<file path="config.mk">
export PLATFORM = sky130hd
export DESIGN_NAME = uart_atx_master
export DESIGN_NICKNAME = d
export VERILOG_FILES = /design/src/rtl/uart_atx_pkg.sv /design/src/rtl/uart_atx_master.sv
export SDC_FILE = /design/constraint.sdc
export NUM_CORES = 1
export LEC_CHECK = 0
export CAP_MARGIN = 20
export CORE_ASPECT_RATIO = 1.2
export CORE_MARGIN = 10
export CORE_UTILIZATION = 37
export CTS_BUF_LIST = sky130_fd_sc_hd__clkbuf_16
export DETAILED_ROUTE_END_ITERATION = 10
export GPL_TIMING_DRIVEN = 0
export HOLD_SLACK_MARGIN = 0.02
export PLACE_DENSITY = 0.82
export SYNTH_ARGS = -nofsm -noshare
export SYNTH_HDL_FRONTEND = slang
export SYNTH_SLANG_ARGS = --single-unit
</file>
<file path="constraint.sdc">
create_clock -name clk -period 3 [get_ports clk]
set_input_delay 0.6 -clock clk [delete_from_list [all_inputs] [get_ports clk]]
set_output_delay 0.6 -clock clk [all_outputs]
set_load 0.02 [all_outputs]
</file>
<file path="src/rtl/uart_atx_pkg.sv">
// Shared definitions for the uart_atx AXI4 initiator: FSM state codes,
// AXI burst encodings and AXI response codes.
package uart_atx_pkg;

  // FSM state encoding. Kept as plain constants so older tools that choke on
  // enum-typed ports or state variables can still consume this package.
  localparam int STATE_W = 3;
  typedef logic [STATE_W-1:0] state_t;

  localparam state_t ST_IDLE = 3'd0;  // waiting for a command
  localparam state_t ST_AW   = 3'd1;  // presenting the write address
  localparam state_t ST_W    = 3'd2;  // streaming write beats
  localparam state_t ST_B    = 3'd3;  // waiting for the write response
  localparam state_t ST_AR   = 3'd4;  // presenting the read address
  localparam state_t ST_R    = 3'd5;  // streaming read beats
  localparam state_t ST_RSP  = 3'd6;  // reporting completion upstream

  // AXI burst type. Only FIXED is issued by this initiator.
  localparam logic [1:0] BURST_FIXED = 2'b00;
  localparam logic [1:0] BURST_INCR  = 2'b01;
  localparam logic [1:0] BURST_WRAP  = 2'b10;

  // AXI response codes.
  localparam logic [1:0] RESP_OKAY   = 2'b00;
  localparam logic [1:0] RESP_EXOKAY = 2'b01;
  localparam logic [1:0] RESP_SLVERR = 2'b10;
  localparam logic [1:0] RESP_DECERR = 2'b11;

endpackage : uart_atx_pkg

</file>
<file path="src/rtl/uart_atx_master.sv">
// AXI4 initiator with a single outstanding transaction. A command on the
// cmd_* port becomes one AXI burst (FIXED type); write beats are taken from
// the wd_* stream, read beats are delivered on the rd_* stream, and the
// final status is reported on the rsp_* port.
module uart_atx_master
  import uart_atx_pkg::*;
#(
  parameter int ATX_DATA_W = 8,
  parameter int ATX_ADDR_W = 32,
  parameter int ATX_ID_W   = 5,
  parameter int ATX_LEN_W  = 8,
  parameter int ATX_RESP_W = 2
) (
  input  logic                  clk,
  input  logic                  rst,

  // Command port
  input  logic                  cmd_valid,
  output logic                  cmd_ready,
  input  logic                  cmd_wr,
  input  logic [ATX_ID_W-1:0]   cmd_id,
  input  logic [ATX_ADDR_W-1:0] cmd_addr,
  input  logic [ATX_LEN_W-1:0]  cmd_len,

  // Write-beat stream
  input  logic                  wd_valid,
  output logic                  wd_ready,
  input  logic [ATX_DATA_W-1:0] wd_data,

  // Read-beat stream
  output logic                  rd_valid,
  input  logic                  rd_ready,
  output logic [ATX_DATA_W-1:0] rd_data,
  output logic                  rd_last,

  // Completion port
  output logic                  rsp_valid,
  input  logic                  rsp_ready,
  output logic                  rsp_wr,
  output logic [ATX_ID_W-1:0]   rsp_id,
  output logic [ATX_RESP_W-1:0] rsp_resp,

  // AXI4 write address channel
  output logic [ATX_ID_W-1:0]   m_awid,
  output logic [ATX_ADDR_W-1:0] m_awaddr,
  output logic [1:0]            m_awburst,
  output logic [ATX_LEN_W-1:0]  m_awlen,
  output logic                  m_awvalid,
  input  logic                  m_awready,

  // AXI4 write data channel
  output logic [ATX_DATA_W-1:0] m_wdata,
  output logic                  m_wlast,
  output logic                  m_wvalid,
  input  logic                  m_wready,

  // AXI4 write response channel
  input  logic [ATX_ID_W-1:0]   m_bid,
  input  logic [ATX_RESP_W-1:0] m_bresp,
  input  logic                  m_bvalid,
  output logic                  m_bready,

  // AXI4 read address channel
  output logic [ATX_ID_W-1:0]   m_arid,
  output logic [ATX_ADDR_W-1:0] m_araddr,
  output logic [1:0]            m_arburst,
  output logic [ATX_LEN_W-1:0]  m_arlen,
  output logic                  m_arvalid,
  input  logic                  m_arready,

  // AXI4 read data channel
  input  logic [ATX_ID_W-1:0]   m_rid,
  input  logic [ATX_DATA_W-1:0] m_rdata,
  input  logic [ATX_RESP_W-1:0] m_rresp,
  input  logic                  m_rlast,
  input  logic                  m_rvalid,
  output logic                  m_rready
);

  localparam logic [ATX_RESP_W-1:0] RSP_OKAY   = ATX_RESP_W'(RESP_OKAY);
  localparam logic [ATX_RESP_W-1:0] RSP_SLVERR = ATX_RESP_W'(RESP_SLVERR);

  // Registered state and the fields latched from the accepted command.
  state_t                  state_q, state_d;
  logic                    wr_q,    wr_d;
  logic [ATX_ID_W-1:0]     id_q,    id_d;
  logic [ATX_ADDR_W-1:0]   addr_q,  addr_d;
  logic [ATX_LEN_W-1:0]    len_q,   len_d;
  logic [ATX_LEN_W-1:0]    cnt_q,   cnt_d;
  logic [ATX_RESP_W-1:0]   resp_q,  resp_d;

  // Beat counter has reached the final beat of the burst. Because the count
  // stops at len and is cleared on leaving the data phase, len = 255 never
  // wraps the counter.
  logic beat_is_last;
  assign beat_is_last = (cnt_q == len_q);

  // Handshakes seen by the FSM, qualified by the state that owns them.
  logic w_fire, r_fire;
  assign w_fire = (state_q == ST_W) && wd_valid && m_wready;
  assign r_fire = (state_q == ST_R) && m_rvalid && rd_ready;

  // Read IDs are not checked; only the write response ID is compared.
  logic unused_rid;
  assign unused_rid = ^m_rid;

  // Sequential state update with synchronous reset of every register.
  always_ff @(posedge clk) begin
    // NOTE: non-blocking assignments so every flop samples pre-edge values.
    if (rst) begin
      state_q <= ST_IDLE;
      wr_q    <= 1'b0;
      id_q    <= '0;
      addr_q  <= '0;
      len_q   <= '0;
      cnt_q   <= '0;
      resp_q  <= '0;
    end else begin
      state_q <= state_d;
      wr_q    <= wr_d;
      id_q    <= id_d;
      addr_q  <= addr_d;
      len_q   <= len_d;
      cnt_q   <= cnt_d;
      resp_q  <= resp_d;
    end
  end

  // Next-state logic: command capture, beat counting and response tracking.
  always_comb begin
    // NOTE: every variable gets a default first so no path infers a latch.
    state_d = state_q;
    wr_d    = wr_q;
    id_d    = id_q;
    addr_d  = addr_q;
    len_d   = len_q;
    cnt_d   = cnt_q;
    resp_d  = resp_q;

    case (state_q)
      ST_IDLE: begin
        if (cmd_valid) begin
          wr_d    = cmd_wr;
          id_d    = cmd_id;
          addr_d  = cmd_addr;
          len_d   = cmd_len;
          cnt_d   = '0;
          resp_d  = RSP_OKAY;
          state_d = cmd_wr ? ST_AW : ST_AR;
        end
      end

      ST_AW: begin
        if (m_awready) state_d = ST_W;
      end

      ST_W: begin
        if (w_fire) begin
          if (beat_is_last) begin
            cnt_d   = '0;
            state_d = ST_B;
          end else begin
            cnt_d = cnt_q + ATX_LEN_W'(1);
          end
        end
      end

      ST_B: begin
        if (m_bvalid) begin
          // A response tagged with someone else's ID is reported as an error.
          resp_d  = (m_bid != id_q) ? RSP_SLVERR : m_bresp;
          state_d = ST_RSP;
        end
      end

      ST_AR: begin
        if (m_arready) state_d = ST_R;
      end

      ST_R: begin
        if (r_fire) begin
          // Worst response across the burst wins.
          resp_d = (m_rresp > resp_q) ? m_rresp : resp_q;
          // rlast must coincide with beat len: early or missing is an error.
          if (m_rlast != beat_is_last) resp_d = RSP_SLVERR;
          if (m_rlast || beat_is_last) begin
            cnt_d   = '0;
            state_d = ST_RSP;
          end else begin
            cnt_d = cnt_q + ATX_LEN_W'(1);
          end
        end
      end

      ST_RSP: begin
        if (rsp_ready) state_d = ST_IDLE;
      end

      default: state_d = ST_IDLE;
    endcase
  end

  // Handshake outputs decoded from the current state; data channels are
  // straight pass-throughs while their owning state is active.
  always_comb begin
    cmd_ready = 1'b0;
    m_awvalid = 1'b0;
    m_wvalid  = 1'b0;
    wd_ready  = 1'b0;
    m_wdata   = '0;
    m_wlast   = 1'b0;
    m_bready  = 1'b0;
    m_arvalid = 1'b0;
    rd_valid  = 1'b0;
    m_rready  = 1'b0;
    rd_data   = '0;
    rd_last   = 1'b0;
    rsp_valid = 1'b0;

    case (state_q)
      // Held low while rst is asserted so nothing is accepted mid-reset.
      ST_IDLE: cmd_ready = ~rst;
      ST_AW:   m_awvalid = 1'b1;
      ST_W: begin
        m_wvalid = wd_valid;
        wd_ready = m_wready;
        m_wdata  = wd_data;
        m_wlast  = beat_is_last;
      end
      ST_B:    m_bready  = 1'b1;
      ST_AR:   m_arvalid = 1'b1;
      ST_R: begin
        rd_valid = m_rvalid;
        m_rready = rd_ready;
        rd_data  = m_rdata;
        rd_last  = m_rlast;
      end
      ST_RSP:  rsp_valid = 1'b1;
      default: ;
    endcase
  end

  // Address payloads come straight from the latched command, so they are
  // stable for as long as the matching valid is held.
  assign m_awid    = id_q;
  assign m_awaddr  = addr_q;
  assign m_awburst = BURST_FIXED;
  assign m_awlen   = len_q;

  assign m_arid    = id_q;
  assign m_araddr  = addr_q;
  assign m_arburst = BURST_FIXED;
  assign m_arlen   = len_q;

  assign rsp_wr    = wr_q;
  assign rsp_id    = id_q;
  assign rsp_resp  = resp_q;

endmodule : uart_atx_master

</file>
# Yosys cells after proc, flatten, opt, wreduce, memory -nomap -nowiden
# Cells that the tools add are included.
dict set report word_totals {
  ff_bits 59
  elab_cells 78
}
dict set report op_classes {
  add_sub_neg 1
  magnitude_cmp 1
  n_eq_ne 19
  n_mux 37
  bitwise_logic 1
  reduce_logical 12
}
# operator count
set ops {}
lappend ops {{$mux 8} 7}
lappend ops {{$mux 3} 10}
lappend ops {{$pmux 8 s3} 1}
lappend ops {{$pmux 3 s7} 1}
lappend ops {{$ne 2x2->1 const B} 8}
lappend ops {{$mux 2} 6}
lappend ops {{$mux 1} 11}
lappend ops {{$eq 3x3->1 const B} 3}
lappend ops {{$reduce_and 9->1} 1}
lappend ops {{$add 8x1->8 const B} 1}
lappend ops {{$eq 8x8->1} 1}
lappend ops {{$eq 3x2->1 const B} 2}
lappend ops {{$pmux 2 s3} 1}
lappend ops {{$reduce_bool 3->1} 2}
lappend ops {{$ne 5x5->1} 1}
lappend ops {{$reduce_and 5->1} 1}
lappend ops {{$logic_and 1x1->1} 4}
lappend ops {{$reduce_and 4->1} 1}
lappend ops {{$eq 3x1->1 const B} 1}
lappend ops {{$logic_not 3->1} 1}
lappend ops {{$ne 3x1->1 const B} 1}
lappend ops {{$gt 2x2->1} 1}
lappend ops {{$ne 2x1->1 const B} 1}
lappend ops {{$reduce_and 2->1} 1}
lappend ops {{3 further kinds} 3}

# Depth between registers and ports, before layout
dict set report logic_depth {
  word_depth 5
  mapped_depth 9
  ltp_nobuf 8
}

# Least setup slack after synthesis
# No wires, ideal clock.
dict set report synth_timing {
  kind {register -> register}
  start {reg len_q[6] (netlist: m_arlen[6])}
  end {reg state_q[2]}
  t_arrival_ps 2115
  path_slack_ps 764
  path_stages_with_launch 8
  period_less_slack_ps 2236
  path_cell_list {dfxtp_1 > xor2_1 > nor4_4 > nand2_4 > ha_1 > and2_1 > a211oi_4 > mux2_4}
}
dict set report synth_via {
  elab_chain_len 4
  word_cells_on_any_way 5
  cone_classes {eq/ne (3); reduce/logical (2)}
}
# element line
set synth_rtl {}
lappend synth_rtl {{start: declaration} uart_atx_master.sv:88} ;# logic [ATX_LEN_W-1:0] len_q, len_d;
lappend synth_rtl {{start signal: assignment} uart_atx_master.sv:123} ;# len_q <= len_d;
lappend synth_rtl {{$eq 8x8->1 (*)} uart_atx_master.sv:96} ;# assign beat_is_last = (cnt_q == len_q);
lappend synth_rtl {{$logic_or 1x1->1} uart_atx_master.sv:186} ;# if (m_rlast || beat_is_last) begin
lappend synth_rtl {{$ne 2x1->1 (no line)} -}
lappend synth_rtl {{$reduce_and 9->1 (no line) (*)} -}
lappend synth_rtl {{end signal: assignment} uart_atx_master.sv:119} ;# state_q <= state_d;
lappend synth_rtl {{end: declaration} uart_atx_master.sv:84} ;# state_t state_q, state_d;
# Mark *: on every way between the ends. The rest lies on a longest branch, timed or not.
# A chain may end at the register's enable or synchronous reset.

# Worst setup path after layout
dict set report layout_timing {
  start {reg state_q[1]}
  end {out m_wlast}
}
dict set report layout_via {
  elab_chain_len 2
}
# element line
set layout_rtl {}
lappend layout_rtl {{$eq 3x2->1} uart_atx_master.sv:220} ;# case (state_q)
lappend layout_rtl {{$mux 1} uart_atx_master.sv:220}
lappend layout_rtl {{end: declaration} uart_atx_master.sv:53} ;# output logic m_wlast,
# No other way between the ends.

==> results.sh <==
export IMPL_fin_crit_ps=2840
export IMPL_ys_ff_latch=59
export IMPL_final_area_um2=5870
export IMPL_crit_path_cell_trace="buf_4 -> buf_2 -> inv_2 -> or3_1 -> nor2_1 -> clkdlybuf4s50_1"
export IMPL_routabilityCongestion=0.832
export IMPL_synth_edf_count=0
export IMPL_tns_ps=0
export IMPL_ir_drop_mv=0.417
export IMPL_wl_um=12300
export IMPL_root_buffer="clkbuf_16"
export IMPL_clk_pin_slew_worst_paths_ps=50
export IMPL_viasPerCell=4.74
export IMPL_clock_skew_ps=6.97
export IMPL_drcViolationCount=0
export IMPL_seq_area_frac_synth_pct=35.2
export IMPL_crit_path_start="state_q[1]"
export IMPL_postSynth_asyncResetShare_pct=0
export IMPL_die_x_um=107
export IMPL_cp_end_kind="primary output"
export IMPL_yosys_top_cells_area="dfxtp_1, buf_4, nand2_1"
export IMPL_fin_util_pct=65.7
export IMPL_worstMarginPinSlew_ps=619
export IMPL_synth_warnings=0
export IMPL_grt_max_degree=11
export IMPL_htree_levels=3
export IMPL_slew_headroom_pct=58.7
export IMPL_num_vias=3691
export IMPL_cts_sinks=59
export IMPL_hp_class="reg -> reg"
export IMPL_rsz0062_at_grt="no"
export IMPL_grt_antenna_before_repair=0
export IMPL_syn_area_um2=3360
export IMPL_grt_use_total_pct=17.8
export IMPL_avgSynthCellArea_um2=7.75
export IMPL_yosysTopAreaCell="dfxtp_1"
export IMPL_dp_hpwl_um=9990
export IMPL_grt_first_pass_wirelength_um=19100
export IMPL_cpMaxStageDelayCell="clkdlybuf4s50_1"
export IMPL_worstSetupPathType="reg -> out"
export IMPL_wire_per_inst_um=15.8
export IMPL_nets=746
export IMPL_ff2ff_setup_slack_ps=640
export IMPL_drv_slew=0
export IMPL_cts_hold_buf=0
export IMPL_critPathCapture="m_wlast"
export IMPL_first_global_vias=3742
export IMPL_mostFrequentLayoutCell="clkdlybuf4s50_1"
export IMPL_start_util_pct=37.5
export IMPL_final_cell_mix="clkdlybuf4s50_1, nand2_1, dfxtp_1, buf_4, a21oi_1"
export IMPL_synth_top_cell_area_share_pct=35.2
export IMPL_worstReg2RegStart="cnt_q[6]"
export IMPL_fmax_ghz=0.352
export IMPL_period_share_pct=94.6
export IMPL_design_core_area_um2=8940
export IMPL_reg2regPathDepth=7
export IMPL_synth_cells=433
export IMPL_die_area_um2=13300
export IMPL_worstPathArrival_ps=2240
export IMPL_overflow=0
export IMPL_crit_required_ps=2400
export IMPL_drive_gt1_share_pct=14.1
export IMPL_ant_nets=0
export IMPL_num_rows=38
export IMPL_path_delay_family="buffers and inverters"
export IMPL_fillers=784
export IMPL_status="complete, no violations"
export IMPL_pin_count=217
export IMPL_maxCapViolCount=0
export IMPL_placed_cell_area_um2=5580
export IMPL_synth_top_flop_cell="dfxtp_1"
export IMPL_p_leak_nw=2.37
export IMPL_crit_fanout=10
export IMPL_worst_path_stages=6
export IMPL_hold_viol_final=0
export IMPL_io_buffers=206
export IMPL_cpPeakStageDelay_ps=630
export IMPL_cts_buffer_depth=2
export IMPL_setup_violations=0
export IMPL_die_h_um=124
export IMPL_powerDensity_nw_per_um2=766
export IMPL_antennaDiodeCount=0
export IMPL_r2r_end="state_q[2]"
export IMPL_synthToLayoutAreaGrowth_pct=74.9
export IMPL_path_buf_inv=4
export IMPL_cts_buffers=9
export IMPL_drt_pre_antenna_iters=6
export IMPL_synth_cell_types=50
export IMPL_clock_latency_ps=320
export IMPL_cts_tree="done"
export IMPL_crit_path_start_kind="flop"
export IMPL_drtIter0Drc=94
[cell usage after synthesis (2+ instances only)]
cell and count:
nand2_1 102, dfxtp_1 59, buf_4 56, a21oi_1 48, and2_1 23, nor2_1 18
clkbuf_1 14, inv_1 11, buf_2 10, nand3_1 10, xor2_1 9, nor3_1 5
o32ai_1 5, xnor2_1 5, a311oi_1 4, ha_1 4, nor2b_1 4, a221oi_1 3
and3_1 2, and3b_1 2, mux2i_1 2, nand3b_1 2, nand4_1 2, nor3b_1 2
nor4_4 2, o21ai_0 2, o21bai_1 2, o31ai_1 2, or3_1 2
[power breakdown]
part	switching [W]	internal, W
Sequential	0.000145	0.000944
Clock	0.000354	0.000631
Combinational	0.00125	0.00117
Total	0.00175	0.00275
[state kept, by name (all words and copies together), names as in the netlist]
name / count
cnt_q: 8
m_araddr: 32
state_q: 3
rsp_resp: 2
rsp_wr: 1
m_arlen: 8
m_arid: 5
[metrics by stage]
step | setup slack [ps] | total power [W] | instances | hold slack (ps)
2_1_floorplan | 764 | 0.00252 | 436 | 481
3_3_place_gp | 217 | 0.00347 | 762 | 443
3_5_place_dp | 277 | 0.00353 | 762 | 453
4_1_cts | 24.6 | 0.00453 | 777 | 460
5_1_grt | 25.1 | 0.00475 | 778 | 483
6_report | 162 | 0.00450 | 778 | 457
[worst min-delay path by stage]
stage | startpoint | end | slack (ps) | depth (start not counted)
after detailed placement | rsp_wr | rsp_wr | 450 | 2
after global placement | rsp_wr | rsp_wr | 440 | 2
after global routing | rsp_wr | rsp_wr | 480 | 2
final | rsp_wr | rsp_wr | 460 | 2
after CTS | rsp_wr | rsp_wr | 460 | 2
after floorplan | cnt_q[7] | cnt_q[7] | 480 | 2
[what timing repair did]
item,CTS,global route
setup buffers,0,1
setup endpoints to repair,0,10
resized for setup,0,0
[cell families (layout without fill, tap and decap cells)]
| family | after synthesis | count (layout) | synth area share [%] |
|---|---|---|---|
| buffers and inverters | 92 | 314 | 16.9 |
| AOI/OAI and AO/OA | 79 | 79 | 15.6 |
| DFF | 59 | 59 | 35.2 |
| muxes | 3 | 3 | 1.04 |
| xor gates and xnor gates | 14 | 14 | 3.65 |
| other | 1 | 4 | 0.112 |
| and+or+nand+nor | 181 | 181 | 26.0 |
| adders and majority gates | 4 | 4 | 1.49 |
[routing by layer]
metal | up-vias | share of wire [%] | GRT usage (%)
met5 | - | 0 | 0
met4 | 0 | 1.0 | 5.43
met3 | 13 | 9.2 | 8.59
met2 | 137 | 54 | 32.3
met1 | 1719 | 35 | 17.0
li1 | 1822 | - | -
[final cells by class]
cell class              count  area (µm²)  share of cell area, %
flip-flops and latches     59        1180                   20.1
inverters                  12        45.0                  0.767
plain buffers              80         523                   8.91
repair buffers            207        2070                   35.3
clock inverters             6        57.6                  0.981
well taps                 120         150                   2.56
clock buffers               9         225                   3.84
multi-input cells         285        1620                   27.6
[worst register-to-register path: stages (launching register included)]
cell,delay [ps]
dfxtp_1,360
xor2_1,200
nor4_4,380
nand2_4,170
ha_1,280
and2_1,220
a211oi_4,310
mux2_4,320
(Power assumes the default switching activity.)
